### config.mk
export PLATFORM = sky130hd
export DESIGN_NAME = logfbe_sync_fifo
export DESIGN_NICKNAME = d
export VERILOG_FILES = /design/src/rtl/logfbe_sync_fifo.sv
export SDC_FILE = /design/constraint.sdc
export NUM_CORES = 1
export LEC_CHECK = 0
export BUFFER_PORTS_ARGS = -buffer_cell sky130_fd_sc_hd__clkbuf_2
export CAP_MARGIN = 20
export CELL_PAD_IN_SITES_DETAIL_PLACEMENT = 0
export CELL_PAD_IN_SITES_GLOBAL_PLACEMENT = 1
export CORE_MARGIN = 3
export CORE_UTILIZATION = 50
export CTS_CLUSTER_SIZE = 40
export DETAILED_ROUTE_END_ITERATION = 7
export PLACE_DENSITY_LB_ADDON = 0.1
export RECOVER_POWER = 100
export SYNTH_ARGS = -nofsm -noshare
export SYNTH_HDL_FRONTEND = slang
export SYNTH_SLANG_ARGS = --single-unit
### constraint.sdc
create_clock -name clk -period 5 [get_ports clk]
set_clock_uncertainty 0.1 [all_clocks]
set_input_delay 0 -clock clk [delete_from_list [all_inputs] [get_ports clk]]
set_output_delay 0 -clock clk [all_outputs]
set_load 0.05 [all_outputs]
### src/rtl/logfbe_sync_fifo.sv
// Single-clock distributed-RAM FIFO with registered flags, sticky errors and synchronous flush.
// Define LOGFBE_FIFO_FWFT_EN for a first-word-fall-through read port.
module logfbe_sync_fifo #(
    parameter int unsigned ADDR_WIDTH       = 4,
    parameter int unsigned DATA_WIDTH       = 32,
    parameter int unsigned ALMOST_FULL_NUM  = 4,
    parameter int unsigned ALMOST_EMPTY_NUM = 4
) (
    input  logic                  clk,
    input  logic                  rst_n,
    input  logic                  flush,
    input  logic [DATA_WIDTH-1:0] wr_data,
    input  logic                  wr_en,
    output logic                  full,
    output logic                  almost_full,
    input  logic                  rd_en,
    output logic [DATA_WIDTH-1:0] rd_data,
    output logic                  rd_valid,
    output logic                  empty,
    output logic                  almost_empty,
    output logic [ADDR_WIDTH:0]   water_level,
    output logic                  overflow,
    output logic                  underflow
);

    localparam int unsigned DEPTH = 2 ** ADDR_WIDTH;

    typedef logic [ADDR_WIDTH:0] ptr_t;

    localparam ptr_t FULL_LEVEL = ptr_t'(DEPTH);
    localparam ptr_t AF_LEVEL   = ptr_t'(DEPTH - ALMOST_FULL_NUM);
    localparam ptr_t AE_LEVEL   = ptr_t'(ALMOST_EMPTY_NUM);

    logic [DATA_WIDTH-1:0] mem [DEPTH];

    ptr_t wptr_q, wptr_d, rptr_q, rptr_d, level_next, level_q;
    logic wr_acc, rd_acc;
    logic full_q, empty_q, almost_full_q, almost_empty_q;
    logic overflow_q, overflow_d, underflow_q, underflow_d;

    always_comb begin
        wr_acc      = wr_en & ~full_q;
        rd_acc      = rd_en & ~empty_q;
        wptr_d      = wptr_q;
        rptr_d      = rptr_q;
        overflow_d  = overflow_q | (wr_en & full_q);
        underflow_d = underflow_q | (rd_en & empty_q);
        if (wr_acc) wptr_d = wptr_q + ptr_t'(1);
        if (rd_acc) rptr_d = rptr_q + ptr_t'(1);
        if (flush) begin
            wptr_d      = '0;
            rptr_d      = '0;
            overflow_d  = 1'b0;
            underflow_d = 1'b0;
        end
        // Wrap bit makes the modular difference span 0..DEPTH.
        level_next = wptr_d - rptr_d;
    end

    always_ff @(posedge clk or negedge rst_n) begin
        if (!rst_n) begin
            wptr_q         <= '0;
            rptr_q         <= '0;
            level_q        <= '0;
            full_q         <= 1'b0;
            empty_q        <= 1'b1;
            almost_full_q  <= 1'b0;
            almost_empty_q <= 1'b1;
            overflow_q     <= 1'b0;
            underflow_q    <= 1'b0;
        end else begin
            wptr_q         <= wptr_d;
            rptr_q         <= rptr_d;
            level_q        <= level_next;
            full_q         <= (level_next == FULL_LEVEL);
            empty_q        <= (level_next == '0);
            almost_full_q  <= (level_next >= AF_LEVEL);
            almost_empty_q <= (level_next <= AE_LEVEL);
            overflow_q     <= overflow_d;
            underflow_q    <= underflow_d;
        end
    end

    // RAM has no reset; content is discarded by clearing the pointers.
    always_ff @(posedge clk) begin
        if (wr_acc && !flush) mem[wptr_q[ADDR_WIDTH-1:0]] <= wr_data;
    end

`ifdef LOGFBE_FIFO_FWFT_EN
    assign rd_data  = mem[rptr_q[ADDR_WIDTH-1:0]];
    assign rd_valid = ~empty_q;
`else
    logic [DATA_WIDTH-1:0] rd_data_q;
    logic                  rd_valid_q;

    always_ff @(posedge clk or negedge rst_n) begin
        if (!rst_n) begin
            rd_data_q  <= '0;
            rd_valid_q <= 1'b0;
        end else begin
            rd_valid_q <= rd_acc & ~flush;
            if (rd_acc && !flush) rd_data_q <= mem[rptr_q[ADDR_WIDTH-1:0]];
        end
    end

    assign rd_data  = rd_data_q;
    assign rd_valid = rd_valid_q;
`endif

    assign full         = full_q;
    assign empty        = empty_q;
    assign almost_full  = almost_full_q;
    assign almost_empty = almost_empty_q;
    assign water_level  = level_q;
    assign overflow     = overflow_q;
    assign underflow    = underflow_q;

endmodule

==> metrics.md <==
| Metric | Value |
|---|---|
| Post-synthesis net count | `1030` |
| Die Height | `214 µm` |
| Post-synthesis cell count | `983` |
| Arrival time at the worst endpoint | `4.09 ns` |
| Root Buffer | `clkbuf_16` |
| Slew Viols, Final | `299` |
| Largest net degree at the start of global routing | `55` |
| Worst-path clk slew | `0.06 ns` |
| Final Hold Viols | `0` |
| Top FF cell, synth | `edfxtp_1` |
| Antenna violations before repair | `0` |
| Pre-antenna DRT Iters | `4` |
| Syn Area/Cell | `22.0 µm²` |
| Int Pwr | `8.65 mW` |
| R2R Path Start | `full` |
| DRT iter0 DRCs | `731` |
| Final GP Congestion | `0.706` |
| Syn-to-layout area delta | `14.7%` |
| Startpoint types | `flip-flop` |
| R2R cell count | `5` |
| Failing checks | `max-capacitance violations, max-slew violations` |
| CP Class | `reg -> reg` |
| Period utilization | `81.0%` |
| WP depth | `5` |
| Post-route setup slack | `0.950 ns` |
| Rows | `75` |
| Detail Placement HPWL | `24200 µm` |
| Setup bufs post-CTS | `0` |
| CP Capture Point | `mem[3][12]` |
| Total global routing overflow | `0` |
| Seq pwr share | `47.1%` |
| Initial Util | `51.1%` |
| DR vias | `9971` |
| # diodes | `0` |
| Power Density | `473 nW/µm²` |
| NetSw | `3.09 mW` |
| Worst vdd ir | `0.285 mV` |
| Leakage | `7.92 nW` |
| Layout Nets | `1182` |
| Crit path required time | `5.04 ns` |
| # H-tree levels | `2` |
| Core area | `42300 µm²` |
| Comb power frac | `16.0%` |
| Total power | `11.7 mW` |
| IO Port Bufs | `80` |
| Register area share after synthesis | `77.3%` |
| Antenna viol nets, final | `0` |
| Worst hold path type | `in -> async` |
| Slew of the pin with the lowest slew margin | `2.91 ns` |
| Critical path cell sequence | `nor2b_1, and2_0, nand2_1, nor3_2, clkbuf_1` |
| Delay-heaviest family, CP | `buffers and inverters` |
| RSZ-0062 raised after global routing | `no` |
| Library cells used by synthesis | `48` |
| Yosys warns | `0` |
| Mapped Area | `21600 µm²` |
| CTS sink count | `566` |
| Clock network fraction of total power | `36.9%` |
| FF+latch count, synth | `566` |
| Setup TNS | `0 ns` |
| Slew margin rel. | `-93.8%` |
| Num CTS Buffers | `56` |
| Max incr delay on CP | `2.07 ns` |
| First-pass GRT wire length | `69800 µm` |
| Die area | `45800 µm²` |
| DIE WIDTH | `214 µm` |
| Worst Setup End Kind | `flip-flop` |
| Setup crit start | `full` |
| Drt via density | `5.67` |
| Max stage delay cell, worst path | `clkbuf_1` |
| EDFF count, synth | `512` |
| Net Sw Frac | `26.3%` |
| Worst-case clock buffer depth | `3` |
| Pre-CTS setup slack | `1.52 ns` |
| Final Critical Period | `4.05 ns` |
| Avg WL per Cell | `26.0 µm` |
| Top fanout value on the critical path | `32` |
| Worst-Skew Late Latency | `0.60 ns` |
| Fmax | `247 MHz` |
| Worst flop-to-flop path endpoint | `mem[3][12]` |
| Final Setup Violations | `0` |
| Async SR Flop Fraction | `9.54%` |
| Layout cells sized above 1 | `23.0%` |
| I/O pin count | `81` |
| Post-Route WL | `45800 µm` |
| DRC viols | `0` |
| Outcome | `finished, violations left` |
| CTS tree | `yes` |
| Max Cap Viol | `12` |
| Number of global-route vias before repair | `10700` |
| CP bufs+invs | `1` |
| GRT Overall Usage | `20.5%` |
| Flop-to-flop setup slack | `0.95 ns` |
-- how the worst min path moves through the flow --
stage	cells past startpoint	slack [ns]	start	end
floorplan	0	-0.40	rst_n	almost_full
global placement	2	0.16	rst_n	rd_data[10]
detailed placement	2	0.17	rst_n	rd_data[10]
CTS	3	0.07	rst_n	rd_data[31]
global route	3	0.12	rst_n	rd_data[10]
finish	3	0.06	rst_n	rd_data[31]
-- layout make-up --
| type | instances | area (µm²) |
|---|---|---|
| fill | 3142 | 17500 |
| sequential | 566 | 16700 |
| inverter | 11 | 41.3 |
| timing repair buffer | 147 | 850 |
| clock inverter | 26 | 344 |
| tap | 577 | 722 |
| multi-input combinational | 353 | 4580 |
| clock buffer | 80 | 1560 |
-- cell usage in the layout (no fill, tap or decap), drive strengths merged, types with 5 or more instances in the layout --
cell type | Yosys | routed
nor2 | 24 | 24
nor3 | 6 | 6
clkinv | 0 | 15
dfrtp | 52 | 52
mux4 | 128 | 128
dlygate4sd3 | 0 | 38
ha | 9 | 9
a22o | 32 | 32
a21oi | 5 | 5
nand2 | 39 | 39
o21ai | 35 | 35
edfxtp | 512 | 512
a221oi | 32 | 32
xor2 | 5 | 5
or2 | 5 | 5
buf | 29 | 11
inv | 11 | 13
nor2b | 5 | 5
bufinv | 0 | 8
clkbuf | 24 | 178
-- power groups by stage --
stage                     clock, mW  sequential [mW]  combinational [mW]
after floorplan                   0             6.10                1.03
after global placement            0             5.62                1.96
after detailed placement          0             5.63                1.97
after CTS                      4.42             5.53                2.00
after global routing           4.63             5.56                2.04
final                          4.33             5.53                1.88
-- state kept, by name, summed over array words and instances (netlist names) --
| register | cells |
|---|---|
| empty | 1 |
| rd_data | 32 |
| overflow | 1 |
| almost_empty | 1 |
| mem | 512 |
| water_level | 5 |
| rd_valid | 1 |
| underflow | 1 |
| full | 1 |
| rptr_q | 5 |
| almost_full | 1 |
| wptr_q | 5 |
-- worst register-to-register path: stages, from the launching register on --
cell and delay, ns:
dfrtp_1 0.40, nor2b_1 0.32, and2_0 0.27, nand2_1 0.23, nor3_2 0.16, clkbuf_1 2.07
-- metal layers --
metal / vias up / wire length (µm) / GRT usage (%)
met2: 189 / 22200 / 33.5
met4: 0 / 783 / 4.97
met3: 59 / 1770 / 2.93
met5: - / 0 / 0
met1: 5304 / 21000 / 29.9
li1: 4419 / - / -
-- metrics by stage --
step / util (%) / hold slack, ns / instances / area (µm²)
final: 58.7 / 0.0579 / 1760 / 24800
after global placement: 54.0 / 0.161 / 1615 / 22800
after CTS: 59.4 / 0.0661 / 1760 / 25100
after floorplan: - / -0.396 / 983 / 21600
after detailed placement: 54.0 / 0.171 / 1616 / 22900
after global routing: 58.7 / 0.116 / 1760 / 24800
-- logic make-up (layout without fill, tap and decap cells) --
kind of cell	Yosys count	after routing	synth area share (%)
DFF	566	566	77.3
muxes	129	129	13.4
AOI/OAI and AO/OA	115	115	4.93
and+or+nand+nor	92	92	2.01
buffers and inverters	64	264	1.52
adders and majority gates	10	10	0.613
xor gates and xnor gates	7	7	0.283
-- synthesized netlist by cell type, drive strengths merged, types with 5 or more instances --
| cell type | instances | share of area, % |
|---|---|---|
| xor2 | 5 | 0.20 |
| edfxtp | 512 | 71 |
| a21oi | 5 | 0.12 |
| o21ai | 35 | 0.81 |
| nor3 | 6 | 0.16 |
| or2 | 5 | 0.14 |
| a221oi | 32 | 2.2 |
| nand2 | 39 | 0.71 |
| mux4 | 128 | 13 |
| ha | 9 | 0.52 |
| nor2b | 5 | 0.14 |
| dfrtp | 52 | 6.0 |
| clkbuf | 24 | 0.42 |
| nor2 | 24 | 0.42 |
| inv | 11 | 0.19 |
| buf | 29 | 0.91 |
| a22o | 32 | 1.3 |
-- timing repair --
item                                   4_1_cts  5_1_grt
gates resized for setup                      0        0
hold buffers                                38        0
endpoints found under the hold margin      583        0
(Power assumes the default switching activity.)
